===== config.mk =====
export PLATFORM = sky130hd
export DESIGN_NAME = m_store_unit
export DESIGN_NICKNAME = d
export VERILOG_FILES = /design/src/rtl/m_store_unit.sv
export SDC_FILE = /design/constraint.sdc
export NUM_CORES = 1
export LEC_CHECK = 0
export CORE_AREA = 2 2 104 106
export DETAILED_ROUTE_END_ITERATION = 10
export DIE_AREA = 0 0 106 108
export PLACE_DENSITY = 0.72
export SYNTH_ARGS = -nofsm -noshare
export SYNTH_HDL_FRONTEND = slang
export SYNTH_SLANG_ARGS = --single-unit
export TNS_END_PERCENT = 30

===== constraint.sdc =====
create_clock -name clk -period 1.8 [get_ports clk]
set_input_delay 0.36 -clock clk [delete_from_list [all_inputs] [get_ports clk]]
set_output_delay 0.36 -clock clk [all_outputs]
set_load 0.02 [all_outputs]

===== src/rtl/m_store_unit.sv =====
// ----------------------------------------------------------------------------
// m_store_unit
//
// Store path between the M stage and a simple single-outstanding write bus.
// A store request is narrowed to a word-aligned bus write: the store data is
// replicated across the byte lanes, and byte enables select the bytes to write.
// Misaligned halfword and word stores raise a one-cycle address-error pulse
// (ades) and never reach the bus.
//
// Optional feature (compile-time macro M_STORE_UNIT_TIMEOUT_EN):
//   When this macro is defined, a write that receives no bus_ack within
//   TIMEOUT_CYCLES cycles is abandoned. The unit then pulses bus_err for one
//   cycle and returns to IDLE. When the macro is undefined, the unit waits for
//   bus_ack indefinitely and bus_err is always 0.
//
// Parameters
//   TIMEOUT_CYCLES : bus-wait limit in cycles (used only with the timeout feature)
//
// Ports
//   clk        in   1   single clock, rising edge
//   reset      in   1   asynchronous, active-low reset
//   st_valid   in   1   store request from the M stage
//   st_op      in   2   00 none, 01 sb, 10 sh, 11 sw
//   st_addr    in  32   byte address of the store
//   st_data    in  32   register value to store
//   st_ready   out  1   unit is idle and accepts a request this cycle
//   st_done    out  1   one-cycle pulse when the bus write completes
//   ades       out  1   one-cycle pulse on a misaligned store
//   bus_req    out  1   bus write request
//   bus_addr   out 32   word-aligned write address
//   bus_wdata  out 32   lane-replicated write data
//   bus_be     out  4   byte enables (0000 while bus_req is low)
//   bus_ack    in   1   write acknowledge, sampled with bus_req high
//   bus_err    out  1   one-cycle pulse on a bus timeout
// ----------------------------------------------------------------------------
module m_store_unit #(
    parameter int TIMEOUT_CYCLES = 16
) (
    input  logic        clk,
    input  logic        reset,
    input  logic        st_valid,
    input  logic [1:0]  st_op,
    input  logic [31:0] st_addr,
    input  logic [31:0] st_data,
    output logic        st_ready,
    output logic        st_done,
    output logic        ades,
    output logic        bus_req,
    output logic [31:0] bus_addr,
    output logic [31:0] bus_wdata,
    output logic [3:0]  bus_be,
    input  logic        bus_ack,
    output logic        bus_err
);

    typedef enum logic {
        S_IDLE = 1'b0,
        S_REQ  = 1'b1
    } state_t;

    localparam logic [1:0] OP_NONE = 2'b00;
    localparam logic [1:0] OP_SB   = 2'b01;
    localparam logic [1:0] OP_SH   = 2'b10;
    localparam logic [1:0] OP_SW   = 2'b11;

    state_t      r_state;
    logic        r_bus_req;
    logic [31:0] r_bus_addr;
    logic [31:0] r_bus_wdata;
    logic [3:0]  r_bus_be;
    logic        r_st_done;
    logic        r_ades;
    logic        r_bus_err;

    logic        w_misaligned;
    logic [31:0] w_wdata;
    logic [3:0]  w_be;

`ifdef M_STORE_UNIT_TIMEOUT_EN
    // The counter holds 0 .. TIMEOUT_CYCLES-1. Each value marks one REQ cycle that has
    // already elapsed without bus_ack.
    localparam int CNT_W = (TIMEOUT_CYCLES > 1) ? $clog2(TIMEOUT_CYCLES) : 1;
    localparam logic [CNT_W-1:0] CNT_LAST = CNT_W'(TIMEOUT_CYCLES - 1);
    logic [CNT_W-1:0] r_wait_cnt;
`else
    // The parameter stays on the interface so both builds have the same
    // instantiation. This build does not use it.
    logic w_unused_timeout;
    assign w_unused_timeout = |TIMEOUT_CYCLES;
`endif

    // Narrow the request: lane-replicate the data and derive the byte
    // enables and alignment check from the low address bits.
    // NOTE: every signal assigned here gets a default first so that no path
    // leaves it unassigned, which would infer a latch.
    always_comb begin
        w_misaligned = 1'b0;
        w_wdata      = st_data;
        w_be         = 4'b0000;
        case (st_op)
            OP_SB: begin
                w_wdata = {4{st_data[7:0]}};
                w_be    = 4'b0001 << st_addr[1:0];
            end
            OP_SH: begin
                w_wdata      = {2{st_data[15:0]}};
                w_be         = st_addr[1] ? 4'b1100 : 4'b0011;
                w_misaligned = st_addr[0];
            end
            OP_SW: begin
                w_wdata      = st_data;
                w_be         = 4'b1111;
                w_misaligned = (st_addr[1:0] != 2'b00);
            end
            default: begin
                w_wdata = st_data;
                w_be    = 4'b0000;
            end
        endcase
    end

    // Control FSM. All bus-facing outputs come from registers. Pulse outputs
    // default to 0 each cycle, so any pulse lasts exactly one cycle.
    // NOTE: state is updated with non-blocking assignments so every register
    // samples the values from before the edge, independent of statement order.
    always_ff @(posedge clk or negedge reset) begin
        if (!reset) begin
            r_state     <= S_IDLE;
            r_bus_req   <= 1'b0;
            r_bus_addr  <= 32'h0;
            r_bus_wdata <= 32'h0;
            r_bus_be    <= 4'b0000;
            r_st_done   <= 1'b0;
            r_ades      <= 1'b0;
            r_bus_err   <= 1'b0;
`ifdef M_STORE_UNIT_TIMEOUT_EN
            r_wait_cnt  <= '0;
`endif
        end else begin
            r_st_done <= 1'b0;
            r_ades    <= 1'b0;
            r_bus_err <= 1'b0;
            case (r_state)
                S_IDLE: begin
                    if (st_valid && (st_op != OP_NONE)) begin
                        if (w_misaligned) begin
                            r_ades <= 1'b1;
                        end else begin
                            r_state     <= S_REQ;
                            r_bus_req   <= 1'b1;
                            r_bus_addr  <= {st_addr[31:2], 2'b00};
                            r_bus_wdata <= w_wdata;
                            r_bus_be    <= w_be;
`ifdef M_STORE_UNIT_TIMEOUT_EN
                            r_wait_cnt  <= '0;
`endif
                        end
                    end
                end
                S_REQ: begin
                    // bus_ack is checked before the timeout. An ack on the last
                    // counted cycle therefore completes the store.
                    if (bus_ack) begin
                        r_state   <= S_IDLE;
                        r_bus_req <= 1'b0;
                        r_bus_be  <= 4'b0000;
                        r_st_done <= 1'b1;
`ifdef M_STORE_UNIT_TIMEOUT_EN
                        r_wait_cnt <= '0;
                    end else if (r_wait_cnt == CNT_LAST) begin
                        r_state    <= S_IDLE;
                        r_bus_req  <= 1'b0;
                        r_bus_be   <= 4'b0000;
                        r_bus_err  <= 1'b1;
                        r_wait_cnt <= '0;
                    end else begin
                        r_wait_cnt <= r_wait_cnt + 1'b1;
`endif
                    end
                end
                default: begin
                    r_state   <= S_IDLE;
                    r_bus_req <= 1'b0;
                    r_bus_be  <= 4'b0000;
                end
            endcase
        end
    end

    assign st_ready  = (r_state == S_IDLE);
    assign st_done   = r_st_done;
    assign ades      = r_ades;
    assign bus_req   = r_bus_req;
    assign bus_addr  = r_bus_addr;
    assign bus_wdata = r_bus_wdata;
    assign bus_be    = r_bus_be;
    assign bus_err   = r_bus_err;

endmodule


==> reports/qor.yml <==
clock_sinks: 70
worst_ep_required_time_ns: 1.44
ir_worst_vdd_v: 0.000661
cts_made_buffers: 9
cp.arrival_ns: 1.34
cts_setup_buffers: 0
wirelength_um: 8890
finalCriticalPeriod_ns: 1.70
clk_pin_slew_ns: 0.08
drc_errors: 0
ys_warn_count: 0
avgSynthCellArea_um2: 11.4
drtAntennaViolNets: 0
place_area_um2: 4690
async_flop_share: 1.00
gr-usage-all-layers: 0.154
fmax_mhz: 587
use_met1: 0.181
cts_max_level: 3
vias: 2596
cp_max_fo: 2
final-hold-violation-count: 0
grt_start_max_net_pins: 42
dieArea_um2: 11400
critPathBufInv: 1
cts-root-buf: "clkbuf_8"
max-cap-violations: 0
die_w_um: 106
crit_path_end_kind: "output port"
synth_top_area_frac: 0.575
grt-ovfl-total: 0
num_rows: 37
initial_core_util: 0.298
cts_tree: "done"
syn-cell-area_um2: 3050
path_cells: "clkdlybuf4s50_1"
clk_path_buf_depth: 2
critical-path-top-delay-family: "buffers and inverters"
finalCritPeriodShare: 0.946
grt_use_met3: 0.0675
finish.net_count: 496
status: "completed"
rsz0062_at_grt: "no"
diodes: 0
clock_latency_ns: 0.35
grt_busiest_layer: "met2"
first_pass_iters: 4
grt_pass1_vias: 2639
routabilityCongestion: 0.771
port_buffers: 139
power.density_nw_per_um2: 1220
power_leakage_uw: 0.00218
drive_gt1_frac: 0.200
ys_types: 24
synthMostInstantiatedCell: "dfrtp_1"
max_stage_delay_ns: 0.62
path_class: "flip-flop to output port"
syn_inst: 267
die-height_um: 108
setup-tns-final_ns: 0
routedWlPerCell_um: 15.8
core_um2: 10200
synth_edf_count: 0
ios: 143
use_met2: 0.252
antenna_found_initial: 0
finalClockSkew_ns: 0.0133
ys_seq_area_frac: 0.575
setup_viol: 0
synth_seq_cells: 70
hold_path.class: "input port to async pin"
synth_commonest_cells: "dfrtp_1, nand2_1, o21ai_0, mux2_2, a22oi_1"
worst_setup_path_start_kind: "flip-flop"
viasPerCell: 4.62
synth.area.top_cells: "dfrtp_1, mux2_2, o21ai_0"
hpwl_um: 6610
critPathSlowestCell: "clkdlybuf4s50_1"
finalMaxSlewViolations: 0
drtIter0Drc: 72
synth-main-ff-cell: "dfrtp_1"
areaGrowthSynthToFinish_pct: 66.5
final_area_um2: 5070
synth_area_leader_cell: "dfrtp_1"
grt_pass1_wl_um: 13400
==> per-layer routing <==
layer	share of wire	vias up	wire length, um
met4	0.012	0	106
met2	0.48	121	4270
met5	0	-	0
li1	-	1223	-
met3	0.099	8	883
met1	0.41	1244	3630
==> report_power, final <==
part           internal (uW)  leakage [uW]  switching, uW
sequential              1980      0.000855            218
combinational           1200       0.00119           1090
clock                   1100      0.000132            592
total                   4280       0.00218           1900
==> flip-flops by register name, indices dropped and copies added, names as in the netlist <==
| signal | cells |
|---|---|
| ades | 1 |
| bus_addr | 30 |
| bus_be | 4 |
| bus_req | 1 |
| bus_wdata | 32 |
| r_state | 1 |
| st_done | 1 |
==> cells by family (layout without fill, tap and decap cells) <==
logic type,count (synthesis),in the layout,synth area share
DFF,70,70,0.575
AOI/OAI and AO/OA,67,67,0.128
and+or+nand+nor,60,60,0.0883
muxes,38,38,0.143
buffers and inverters,26,183,0.0444
adders and majority gates,5,5,0.0205
other,1,3,0.00123
==> through the flow <==
step | std cells | power [uW] | util | worst slack [ns] | hold slack (ns)
3_5_place_dp | 542 | 4510 | 0.459 | -0.386 | 0.257
4_1_cts | 559 | 6220 | 0.486 | 0.0332 | 0.424
3_3_place_gp | 542 | 4450 | 0.459 | -0.325 | 0.256
2_1_floorplan | 269 | 3250 | - | 0.223 | 0.0644
5_1_grt | 562 | 6510 | 0.496 | 0.0298 | 0.442
6_report | 562 | 6180 | 0.496 | 0.0971 | 0.427
==> placed cells by master (no fill, tap or decap) <==
cell type	count
a21oi_1	4
clkdlybuf4s50_1	135
a22oi_1	16
nor2_1	4
dlygate4sd2_1	1
nand2_2	2
buf_12	4
clkinv_2	1
dfrtp_1	70
dlygate4sd3_1	1
mux2_2	36
buf_4	15
a31oi_1	8
o21ai_0	38
nor2b_1	9
nand2b_1	1
dlymetal6s2s_1	2
nand2_1	36
or2_2	1
conb_1	3
mux2_4	2
ha_2	2
o21ai_2	1
nand4_4	1
and2_2	1
nor2_4	1
clkbuf_8	10
ha_1	3
inv_1	6
bufinv_16	4
clkbuf_16	3
clkinvlp_4	1
nand3_1	4
==> worst paths after layout <==
check | from | to | slack [ns] | cells after the start
setup / recovery | bus_be[0]$_DFFE_PN0P_ | bus_be[0] | 0.1 | 1
hold / removal | reset | st_done$_DFF_PN0_ | 0.43 | 2
setup reg to reg | r_state$_DFF_PN0_ | bus_addr[9]$_DFFE_PN0P_ | 0.24 | 4
hold reg to reg | bus_wdata[17]$_DFFE_PN0P_ | bus_wdata[17]$_DFFE_PN0P_ | 0.48 | 2
max in group asynchronous | reset | bus_wdata[2]$_DFFE_PN0P_ | 0.80 | 3
min in group clk | bus_wdata[17]$_DFFE_PN0P_ | bus_wdata[17]$_DFFE_PN0P_ | 0.48 | 2
==> what timing repair did <==
action	CTS	global route
pin swaps	0	1
gates cloned	0	3
hold buffers	1	0
hold endpoints to repair	17	0
endpoints found under the setup margin	6	46
gates resized for setup	2	8
==> final cells by class <==
class,instances,area [um2]
sequential,70,1750
clock inverter,6,133
fill,944,5160
multi-input combinational,173,1190
tap,136,170
inverter,6,22.5
clock buffer,10,138
timing repair buffer,161,1660
(Power assumes the default switching activity.)
